<file path="src/rtl/day1_pkg.sv">
// Shared constants, state encoding and helpers for the day1 front end.
// ASCII codes match the puzzle text format ("L68\n" / "R14\n").
package day1_pkg;

    localparam logic [7:0] CHAR_L  = 8'h4C;
    localparam logic [7:0] CHAR_R  = 8'h52;
    localparam logic [7:0] CHAR_LF = 8'h0A;
    localparam logic [7:0] CHAR_CR = 8'h0D;
    localparam logic [7:0] CHAR_0  = 8'h30;
    localparam logic [7:0] CHAR_9  = 8'h39;

    localparam int DIAL_SIZE     = 100;
    localparam int MAG_WIDTH_DEF = 16;

    typedef enum logic [1:0] {
        IDLE,
        DIGITS,
        SKIP,
        DONE
    } state_t;

    function automatic logic is_digit(input logic [7:0] b);
        return (b >= CHAR_0) && (b <= CHAR_9);
    endfunction

endpackage

</file>
<file path="src/rtl/day1_parser_if.sv">
// Byte-stream handshake into the day1 parser.
// master = byte source (FIFO/UART), slave = parser.
interface day1_parser_if;

    logic [7:0] byte_data;
    logic       byte_valid;
    logic       byte_last;
    logic       byte_ready;

    modport master (
        output byte_data,
        output byte_valid,
        output byte_last,
        input  byte_ready
    );

    modport slave (
        input  byte_data,
        input  byte_valid,
        input  byte_last,
        output byte_ready
    );

endinterface

</file>
<file path="src/rtl/day1_dec_accum.sv">
// Decimal accumulate datapath: acc*10+digit with saturation.
// value is the saturated magnitude of the next accumulator state.
module day1_dec_accum #(
    parameter int MAG_WIDTH  = 16,
    parameter int MAX_DIGITS = 5,
    parameter int CNT_W      = $clog2(MAX_DIGITS + 1)
) (
    input  logic                 clock,
    input  logic                 clear_n,
    input  logic                 clear,
    input  logic                 digit_en,
    input  logic [3:0]           digit,
    output logic [MAG_WIDTH-1:0] value,
    output logic [CNT_W-1:0]     count
);

    localparam int AW = MAG_WIDTH + 4;
    localparam int PW = AW + 4;

    logic [AW-1:0]    acc_q;
    logic [AW-1:0]    acc_d;
    logic [PW-1:0]    wide;
    logic [PW-1:0]    prod;
    logic [CNT_W-1:0] cnt_d;

    // PW bits always hold 10*(2^AW-1)+9, so the clamp test is exact
    always_comb begin
        wide  = {4'b0, acc_q};
        prod  = (wide << 3) + (wide << 1) + PW'(digit);
        acc_d = acc_q;
        cnt_d = count;
        if (clear) begin
            acc_d = '0;
            cnt_d = '0;
        end else if (digit_en) begin
            acc_d = (|prod[PW-1:AW]) ? '1 : prod[AW-1:0];
            cnt_d = count + CNT_W'(1);
        end
    end

    always_ff @(posedge clock or negedge clear_n) begin
        if (!clear_n) begin
            acc_q <= '0;
            count <= '0;
        end else begin
            acc_q <= acc_d;
            count <= cnt_d;
        end
    end

    assign value = (|acc_d[AW-1:MAG_WIDTH]) ? '1 : acc_d[MAG_WIDTH-1:0];

endmodule

</file>
<file path="src/rtl/day1_parser.sv">
// Byte-stream parser producing day1 dial instructions.
// Optional stats counters: define DAY1_PARSER_STATS_EN.
module day1_parser
    import day1_pkg::*;
#(
    parameter int MAG_WIDTH  = MAG_WIDTH_DEF,
    parameter int MAX_DIGITS = 5
) (
    input  logic                 clock,
    input  logic                 clear_n,
    day1_parser_if.slave         byte_bus,
    output logic                 direction,
    output logic [MAG_WIDTH-1:0] magnitude,
    output logic                 instruction_valid,
    output logic                 parse_error,
    output logic                 done
`ifdef DAY1_PARSER_STATS_EN
    ,
    output logic [31:0]          line_count,
    output logic [15:0]          error_count
`endif
);

    localparam int CNT_W = $clog2(MAX_DIGITS + 1);

    state_t               state_q;
    state_t               state_d;
    logic                 rdy_q;
    logic                 dir_pend_q;
    logic                 accept;
    logic                 acc_clr;
    logic                 dig_en;
    logic                 dir_ld;
    logic                 emit;
    logic                 err;
    logic                 is_dig;
    logic                 full;
    logic                 has;
    logic [7:0]           b;
    logic [MAG_WIDTH-1:0] value;
    logic [CNT_W-1:0]     count;

    day1_dec_accum #(
        .MAG_WIDTH  (MAG_WIDTH),
        .MAX_DIGITS (MAX_DIGITS),
        .CNT_W      (CNT_W)
    ) u_accum (
        .clock    (clock),
        .clear_n  (clear_n),
        .clear    (acc_clr),
        .digit_en (dig_en),
        .digit    (b[3:0]),
        .value    (value),
        .count    (count)
    );

    assign b      = byte_bus.byte_data;
    assign accept = byte_bus.byte_valid & byte_bus.byte_ready;
    assign is_dig = is_digit(b);
    assign full   = (count == CNT_W'(MAX_DIGITS));
    assign has    = (count != '0);

    always_ff @(posedge clock or negedge clear_n) begin
        if (!clear_n) state_q <= IDLE;
        else          state_q <= state_d;
    end

    always_comb begin
        state_d = state_q;
        acc_clr = 1'b0;
        dig_en  = 1'b0;
        dir_ld  = 1'b0;
        emit    = 1'b0;
        err     = 1'b0;
        if (accept) begin
            unique case (state_q)
                IDLE: begin
                    if (b == CHAR_L || b == CHAR_R) begin
                        state_d = DIGITS;
                        acc_clr = 1'b1;
                        dir_ld  = 1'b1;
                    end else if (b != CHAR_LF && b != CHAR_CR) begin
                        err     = 1'b1;
                        state_d = SKIP;
                    end
                end
                DIGITS: begin
                    unique case (1'b1)
                        is_dig: begin
                            if (full) begin
                                err     = 1'b1;
                                state_d = SKIP;
                            end else begin
                                dig_en  = 1'b1;
                            end
                        end
                        (b == CHAR_CR): ;
                        (b == CHAR_LF): begin
                            emit    = has;
                            err     = !has;
                            state_d = IDLE;
                        end
                        default: begin
                            err     = 1'b1;
                            state_d = SKIP;
                        end
                    endcase
                end
                SKIP: begin
                    if (b == CHAR_LF) state_d = IDLE;
                end
                DONE: ;
            endcase
            // final byte flushes a pending line lacking its newline
            if (byte_bus.byte_last) begin
                state_d = DONE;
                if (state_q == DIGITS && !err && (has || dig_en))
                    emit = 1'b1;
            end
        end
    end

    always_comb begin
        byte_bus.byte_ready = rdy_q && (state_q != DONE);
    end

    always_ff @(posedge clock or negedge clear_n) begin
        if (!clear_n) begin
            rdy_q             <= 1'b0;
            dir_pend_q        <= 1'b0;
            direction         <= 1'b0;
            magnitude         <= '0;
            instruction_valid <= 1'b0;
            parse_error       <= 1'b0;
            done              <= 1'b0;
        end else begin
            rdy_q             <= 1'b1;
            instruction_valid <= emit;
            parse_error       <= err;
            if (dir_ld) dir_pend_q <= (b == CHAR_R);
            if (emit) begin
                direction <= dir_pend_q;
                magnitude <= value;
            end
            if (accept && byte_bus.byte_last) done <= 1'b1;
        end
    end

`ifdef DAY1_PARSER_STATS_EN
    always_ff @(posedge clock or negedge clear_n) begin
        if (!clear_n) begin
            line_count  <= '0;
            error_count <= '0;
        end else begin
            if (instruction_valid) line_count <= line_count + 32'd1;
            if (parse_error && error_count != 16'hFFFF)
                error_count <= error_count + 16'd1;
        end
    end
`endif

endmodule

</file>
<file path="src/flat_wrapper.sv">
// flat-port wrapper written by rule: the top's interface ports become plain ports
module day1_parser_flat import day1_pkg::*;
#(
    parameter int MAG_WIDTH  = MAG_WIDTH_DEF,
    parameter int MAX_DIGITS = 5
)
  (clock, clear_n, direction, magnitude, instruction_valid, parse_error, done, byte_bus_byte_data, byte_bus_byte_valid, byte_bus_byte_last, byte_bus_byte_ready);
  day1_parser_if byte_bus_i ();
  input  logic clock;
  input  logic clear_n;
  output logic direction;
  output logic [MAG_WIDTH-1:0] magnitude;
  output logic instruction_valid;
  output logic parse_error;
  output logic done;
  input wire logic [$bits(byte_bus_i.byte_data)-1:0] byte_bus_byte_data;
  input wire logic [$bits(byte_bus_i.byte_valid)-1:0] byte_bus_byte_valid;
  input wire logic [$bits(byte_bus_i.byte_last)-1:0] byte_bus_byte_last;
  output wire logic [$bits(byte_bus_i.byte_ready)-1:0] byte_bus_byte_ready;
  assign byte_bus_i.byte_data = byte_bus_byte_data;
  assign byte_bus_i.byte_valid = byte_bus_byte_valid;
  assign byte_bus_i.byte_last = byte_bus_byte_last;
  assign byte_bus_byte_ready = byte_bus_i.byte_ready;
  day1_parser #(.MAG_WIDTH(MAG_WIDTH), .MAX_DIGITS(MAX_DIGITS)) u_core (.clock(clock), .clear_n(clear_n), .byte_bus(byte_bus_i), .direction(direction), .magnitude(magnitude), .instruction_valid(instruction_valid), .parse_error(parse_error), .done(done));
endmodule
</file>
<file path="config.mk">
export PLATFORM = sky130hd
export DESIGN_NAME = day1_parser_flat
export DESIGN_NICKNAME = d
export VERILOG_FILES = /design/src/rtl/day1_pkg.sv /design/src/rtl/day1_parser_if.sv /design/src/rtl/day1_dec_accum.sv /design/src/rtl/day1_parser.sv /design/src/flat_wrapper.sv
export SDC_FILE = /design/constraint.sdc
export NUM_CORES = 1
export LEC_CHECK = 0
export BUFFER_PORTS_ARGS = -buffer_cell sky130_fd_sc_hd__buf_2
export CAP_MARGIN = 20
export CORE_MARGIN = 5
export CORE_UTILIZATION = 50
export CTS_CLUSTER_DIAMETER = 60
export DETAILED_ROUTE_END_ITERATION = 8
export GPL_TIMING_DRIVEN = 0
export PLACE_DENSITY = 0.77
export SYNTH_ARGS = -nofsm -noshare
export SYNTH_HDL_FRONTEND = slang
export SYNTH_SLANG_ARGS = --single-unit
</file>
<file path="constraint.sdc">
create_clock -name clock -period 6.69 [get_ports clock]
set_input_delay 0.3345 -clock clock [delete_from_list [all_inputs] [get_ports clock]]
set_output_delay 0.3345 -clock clock [all_outputs]
set_load 0.01 [all_outputs]
</file>
Yosys cells after proc, flatten, opt, wreduce, memory -nomap -nowiden
Cells that the tools add are included.

Word-level logic and storage cells: 80. Input bits: 12. Output and inout port bits: 21. Bits in registers: 47.

Equal/unequal tests: 14. Magnitude comparators: 2. Reductions and logical operators: 17. Add/sub/neg operators: 3. Mux-type cells: 33. Bitwise gates (word level): 1.

Operators by type and width (number): 2-to-1 mux 20 bit (3); adder 23 x 21 -> 24 bit (1); adder 24 x 4 -> 24 bit (1); 2-to-1 mux 1 bit (18); equality test 8 x 4 -> 1 bit (second input constant) (2); equality test 8 x 7 -> 1 bit (second input constant) (2); 2-to-1 mux 16 bit (1); != test 8 x 4 -> 1 bit (second input constant) (2); case mux 2 bit (3 select lines) (2); 2-to-1 mux 2 bit (5); >= comparator 8 x 6 -> 1 bit (second input constant) (1); <= comparator 8 x 6 -> 1 bit (second input constant) (1); OR reduction 4 bit (2); logical AND 1 bit (6); 2-to-1 mux 3 bit (2); AND reduction 6 bit (1); != test 4 x 2 -> 1 bit (second input constant) (1); != test 4 bit (second input constant) (1); nonzero test 4 bit (1); adder 3 x 1 -> 3 bit (second input constant) (1); equality test 3 bit (second input constant) (1); != test 3 x 2 -> 1 bit (second input constant) (1); != test 3 bit (second input constant) (1); case mux 1 bit (3 select lines) (1); other kinds (10) (12).

Longest topological paths before layout
Word-level depth: 12. Depth in mapped cells: 14. Mapped depth without buffers: 13.

Hierarchy
A second synthesis with hierarchy kept.

Cell total of the unflattened synthesis: 420. Area total of the unflattened synthesis: 3981.3 um^2.

By module, submodules not included: day1_dec_accum (sequential area each 575.6 um^2, area each 2656.3 um^2, times used 1, cells an instance 318); day1_parser (sequential area each 600.6 um^2, area each 1325.0 um^2, times used 1, cells an instance 102).

Worst setup path after synthesis
OpenSTA, ideal clock, no wires.

Path kind: input to register. Start: input byte_bus_byte_data[3]. End: register u_core.magnitude[7]. Stages on the path: 14. Path slack: 3419 ps. Setup time: 149 ps. Arrival: 3122 ps. Required time: 6541 ps. Buffers on the path: 1. Path through: inv_1 fa_1 inv_1 ha_1 a21oi_1 nand4b_1 a211oi_2 nor2_1 o221ai_1 and4b_4 o21ai_2 a211oi_4 buf_6 a41oi_1.

Word-level cells in the longest chain between the ends: 12. Elaborated cells on any way between the ends: 39. Classes of those cells: add/sub: 1; order compare: 2; eq/ne: 6; mux: 21; reduce/logical: 9.

Ends and longest elaborated chain: from (decl) (line flat_wrapper.sv:16) `input wire logic [$bits(byte_bus_i.byte_data)-1:0] byte_bus_byte_data;`; branches (longest 12 deep; another with adder 24 x 4 -> 24 bit); to (signal assigned) (line day1_parser.sv:143) `magnitude <= value;`; to (decl) (line day1_parser.sv:13) `output logic [MAG_WIDTH-1:0] magnitude,`.

Parallel ways; which one is timed is not known. The select of a mux whose other input is x is not followed. A chain may end at the register's enable or synchronous reset.

Worst setup path in the final report
Start: register u_core.u_accum.acc_q[0]. End: register u_core.magnitude[13].

Word-level cells in the longest chain between the ends: 8.

Ends and longest elaborated chain: from (decl) (line day1_dec_accum.sv:20) `logic [AW-1:0] acc_q;`; from (signal assigned) (line day1_dec_accum.sv:43) `acc_q <= '0;`; from (signal assigned) (line day1_dec_accum.sv:46) `acc_q <= acc_d;`; adder 23 x 21 -> 24 bit (*) (line day1_dec_accum.sv:29) `prod = (wide << 3) + (wide << 1) + PW'(digit);`; adder 24 x 4 -> 24 bit (*) (line day1_dec_accum.sv:29); OR reduction 4 bit (line day1_dec_accum.sv:36) `acc_d = (|prod[PW-1:AW]) ? '1 : prod[AW-1:0];`; 2-to-1 mux 20 bit (*) (line day1_dec_accum.sv:36); 2-to-1 mux 20 bit (*) (line day1_dec_accum.sv:35) `end else if (digit_en) begin`; 2-to-1 mux 20 bit (*) (line day1_dec_accum.sv:32) `if (clear) begin`; OR reduction 4 bit (line day1_dec_accum.sv:51) `assign value = (|acc_d[AW-1:MAG_WIDTH]) ? '1 : acc_d[MAG_WIDTH-1:0];`; 2-to-1 mux 16 bit (*) (line day1_dec_accum.sv:51).

Every way passes the cells marked *; elsewhere a longest branch is shown, timed or not.

==> results.ini <==
[cts]
cts_made_buffers=5
clk_pin_slew_ns=0.09
cts_buffer_depth=2
cts_sinks=47
clock-root-buffer=clkbuf_8
postCtsSetupRepairBufs=0
cts_tree=built
clock_latency_ns=0.30
htreeDepth=2

[yosys]
synth_cell_types=57
ys_seq_area_frac=0.329
syn-instance-count=389
synth_seq_cells=47
syn-mean-instance-area_um2=9.19
synth.net_count=449
synth_area_mm2=0.00358
synth_warnings=0
synthFlopType=dfrtp_1
synth_edf_count=0
synthArstFlopShare=1.00

[placed_design]
gp_congestion=0.904
post_dp_cell_area_mm2=0.00386
dp_hpwl_mm=6.70
portBuffers=32
preCtsSetupSlack_ns=2.58

[floorplanning]
boundaryPins=33
die_area_mm2=0.00894
die_h_um=94.6
num_rows=30
core_mm2=0.00687
initial_utilization=0.521
die_width_um=94.6

[route]
num_vias=3129
ant_nets=0
wirelength_mm=8.68
detail_route.vias_per_cell=5.95
first_pass_iters=5
avgRoutedWirePerCell_um=16.5
drc=0
drt-initial-drc-count=144

[critical_path]
path_buf_inv=2
slowest_delay_ns=0.55
cp_slowest_cell=o221ai_2
cpMostUsedCell=fa_1
critical_path_class=register to register
required_ns=6.84
cp_max_fo=10
end_kind=register
arrival_ns=4.21
setup.worst_path.start_class=register
crit_family=compound AO/OA/AOI/OAI gates
cp_cell_sequence=inv_1 -> fa_1 -> fa_1 -> nand2b_1 -> a21oi_1 -> o31ai_1 -> nand2_1 -> a221oi_2 -> nand4b_1 -> o221ai_2 -> buf_2 -> a41oi_1

[sta]
final.setup.tns_ns=0
drv_slew=0
fmax_mhz=247
hold_viol=0
period_needed_ns=4.06
max_slew.worst_pin.slew_ns=0.570
slew_headroom=0.620
clock_skew_ns=0.00923
holdWs_ns=0.287
setup_viol=0
layout_setup_ws_ns=2.63
rsz0062_at_grt=no
finalCritPeriodShare=0.606

[global_routing]
grt_pass1_vias=3082
overflow=0
grt.total_usage=0.205
grt_pass1_wl_mm=14.7
grt_max_degree=48
antenna_found_initial=0

[power_and_ir_drop]
combPwrFrac=0.351
p_int_uw=588
power.density_mw_per_mm2=227
p_sw_uw=316
pwr-share-clk=0.223
leakagePower_uw=0.00206
power_frac_seq=0.426
power_uw=905
irDropWorstVdd_mv=0.182
p_sw_frac=0.350

[final_layout]
final_common_cell=dfrtp_1
diodes=0
area_growth_pct=11.5
final_area_mm2=0.00399
nets=490
final_layout_size_suffix_gt1_frac=0.142
layout_common_cells=47 x dfrtp_1, 46 x ha_1, 36 x buf_2, 36 x nor2_1, 34 x inv_1

[flow_run]
max-cap-violations=0

[run_status]
outcome=complete, no violations

[worst_hold_path]
min_path_type=primary input to register

worst paths after layout:
path / from / slack, ns / cells after the start / endpoint
max in group asynchronous: clear_n / 5.74 / 3 / u_core.magnitude[8]
hold reg to reg: u_core.done / 0.47 / 1 / u_core.done
setup / recovery: u_core.u_accum.acc_q[0] / 2.63 / 12 / u_core.magnitude[13]
min in group asynchronous: clear_n / 0.47 / 2 / u_core.state_q[1]
setup reg to reg: u_core.u_accum.acc_q[0] / 2.63 / 12 / u_core.magnitude[13]
hold / removal: byte_bus_byte_last / 0.29 / 3 / u_core.done
power by group through the flow:
stage | Clock [µW] | Combinational [µW] | Sequential, µW
after floorplan | 0 | 192 | 402
after detailed placement | 0 | 315 | 389
after global routing | 218 | 356 | 394
after global placement | 0 | 304 | 388
after CTS | 204 | 316 | 385
final | 202 | 317 | 385
layout make-up:
class | instances | area [µm²]
plain buffers | 14 | 65.1
clock buffers | 6 | 72.6
clock inverters | 1 | 30.0
fillers | 588 | 2880
inverters | 34 | 128
multi-input cells | 294 | 2210
flip-flops and latches | 47 | 1180
well taps | 96 | 120
repair buffers | 34 | 190
synth_stat cells (all sizes together) (6+ instances only):
cell	n	area, µm²
dfrtp	47	1180
ha	46	576
nor2	36	135
inv	34	128
a21oi	30	158
nand2	25	96.4
o21ai	18	93.8
o221ai	17	155
a41oi	16	140
xnor2	11	96.3
nand3	10	50.1
clkbuf	9	33.8
a21o	6	45.0
xor2	6	52.6
through the flow:
stage               utilization  instances
floorplan                     -        389
global placement          0.561        517
detailed placement        0.561        517
CTS                       0.576        524
global route              0.581        526
finish                    0.581        526
flip-flops by register name, summed over array words and instances (netlist names):
register and cells:
u_core.done 1, u_core.magnitude 16, u_core.rdy_q 1, u_core.u_accum.acc_q 20
u_core.parse_error 1, u_core.dir_pend_q 1, u_core.direction 1, u_core.state_q 2
u_core.u_accum.count 3, u_core.instruction_valid 1
repair_timing:
| item | in CTS | in global routing |
|---|---|---|
| hold buffers | 0 | 1 |
| endpoints found under the hold margin | 0 | 12 |
| gates resized for setup | 0 | 0 |
| endpoints found under the setup margin | 0 | 0 |
cell families after synthesis:
group / synth area share
AOI/OAI and AO/OA: 0.241
xor gates and xnor gates: 0.0416
adders and majority gates: 0.172
buffers and inverters: 0.0539
DFF: 0.329
muxes: 0.00315
other: 0.00105
and+or+nand+nor: 0.158
worst register-to-register path, cell delays in order, from the launching register on:
cell and delay [ns]:
dfrtp_1 0.39, inv_1 0.08, fa_1 0.50, fa_1 0.47, nand2b_1 0.18, a21oi_1 0.37, o31ai_1 0.16, nand2_1 0.21
a221oi_2 0.11, nand4b_1 0.44, o221ai_2 0.55, buf_2 0.31, a41oi_1 0.15
metal layers:
layer,global-route usage,up-vias,share of wire
met5,0,-,0
met4,0.0529,0,0.014
met3,0.0295,9,0.041
met2,0.351,84,0.48
met1,0.273,1530,0.47
li1,-,1506,-
No activity file was read; power rests on OpenSTA's default activity.
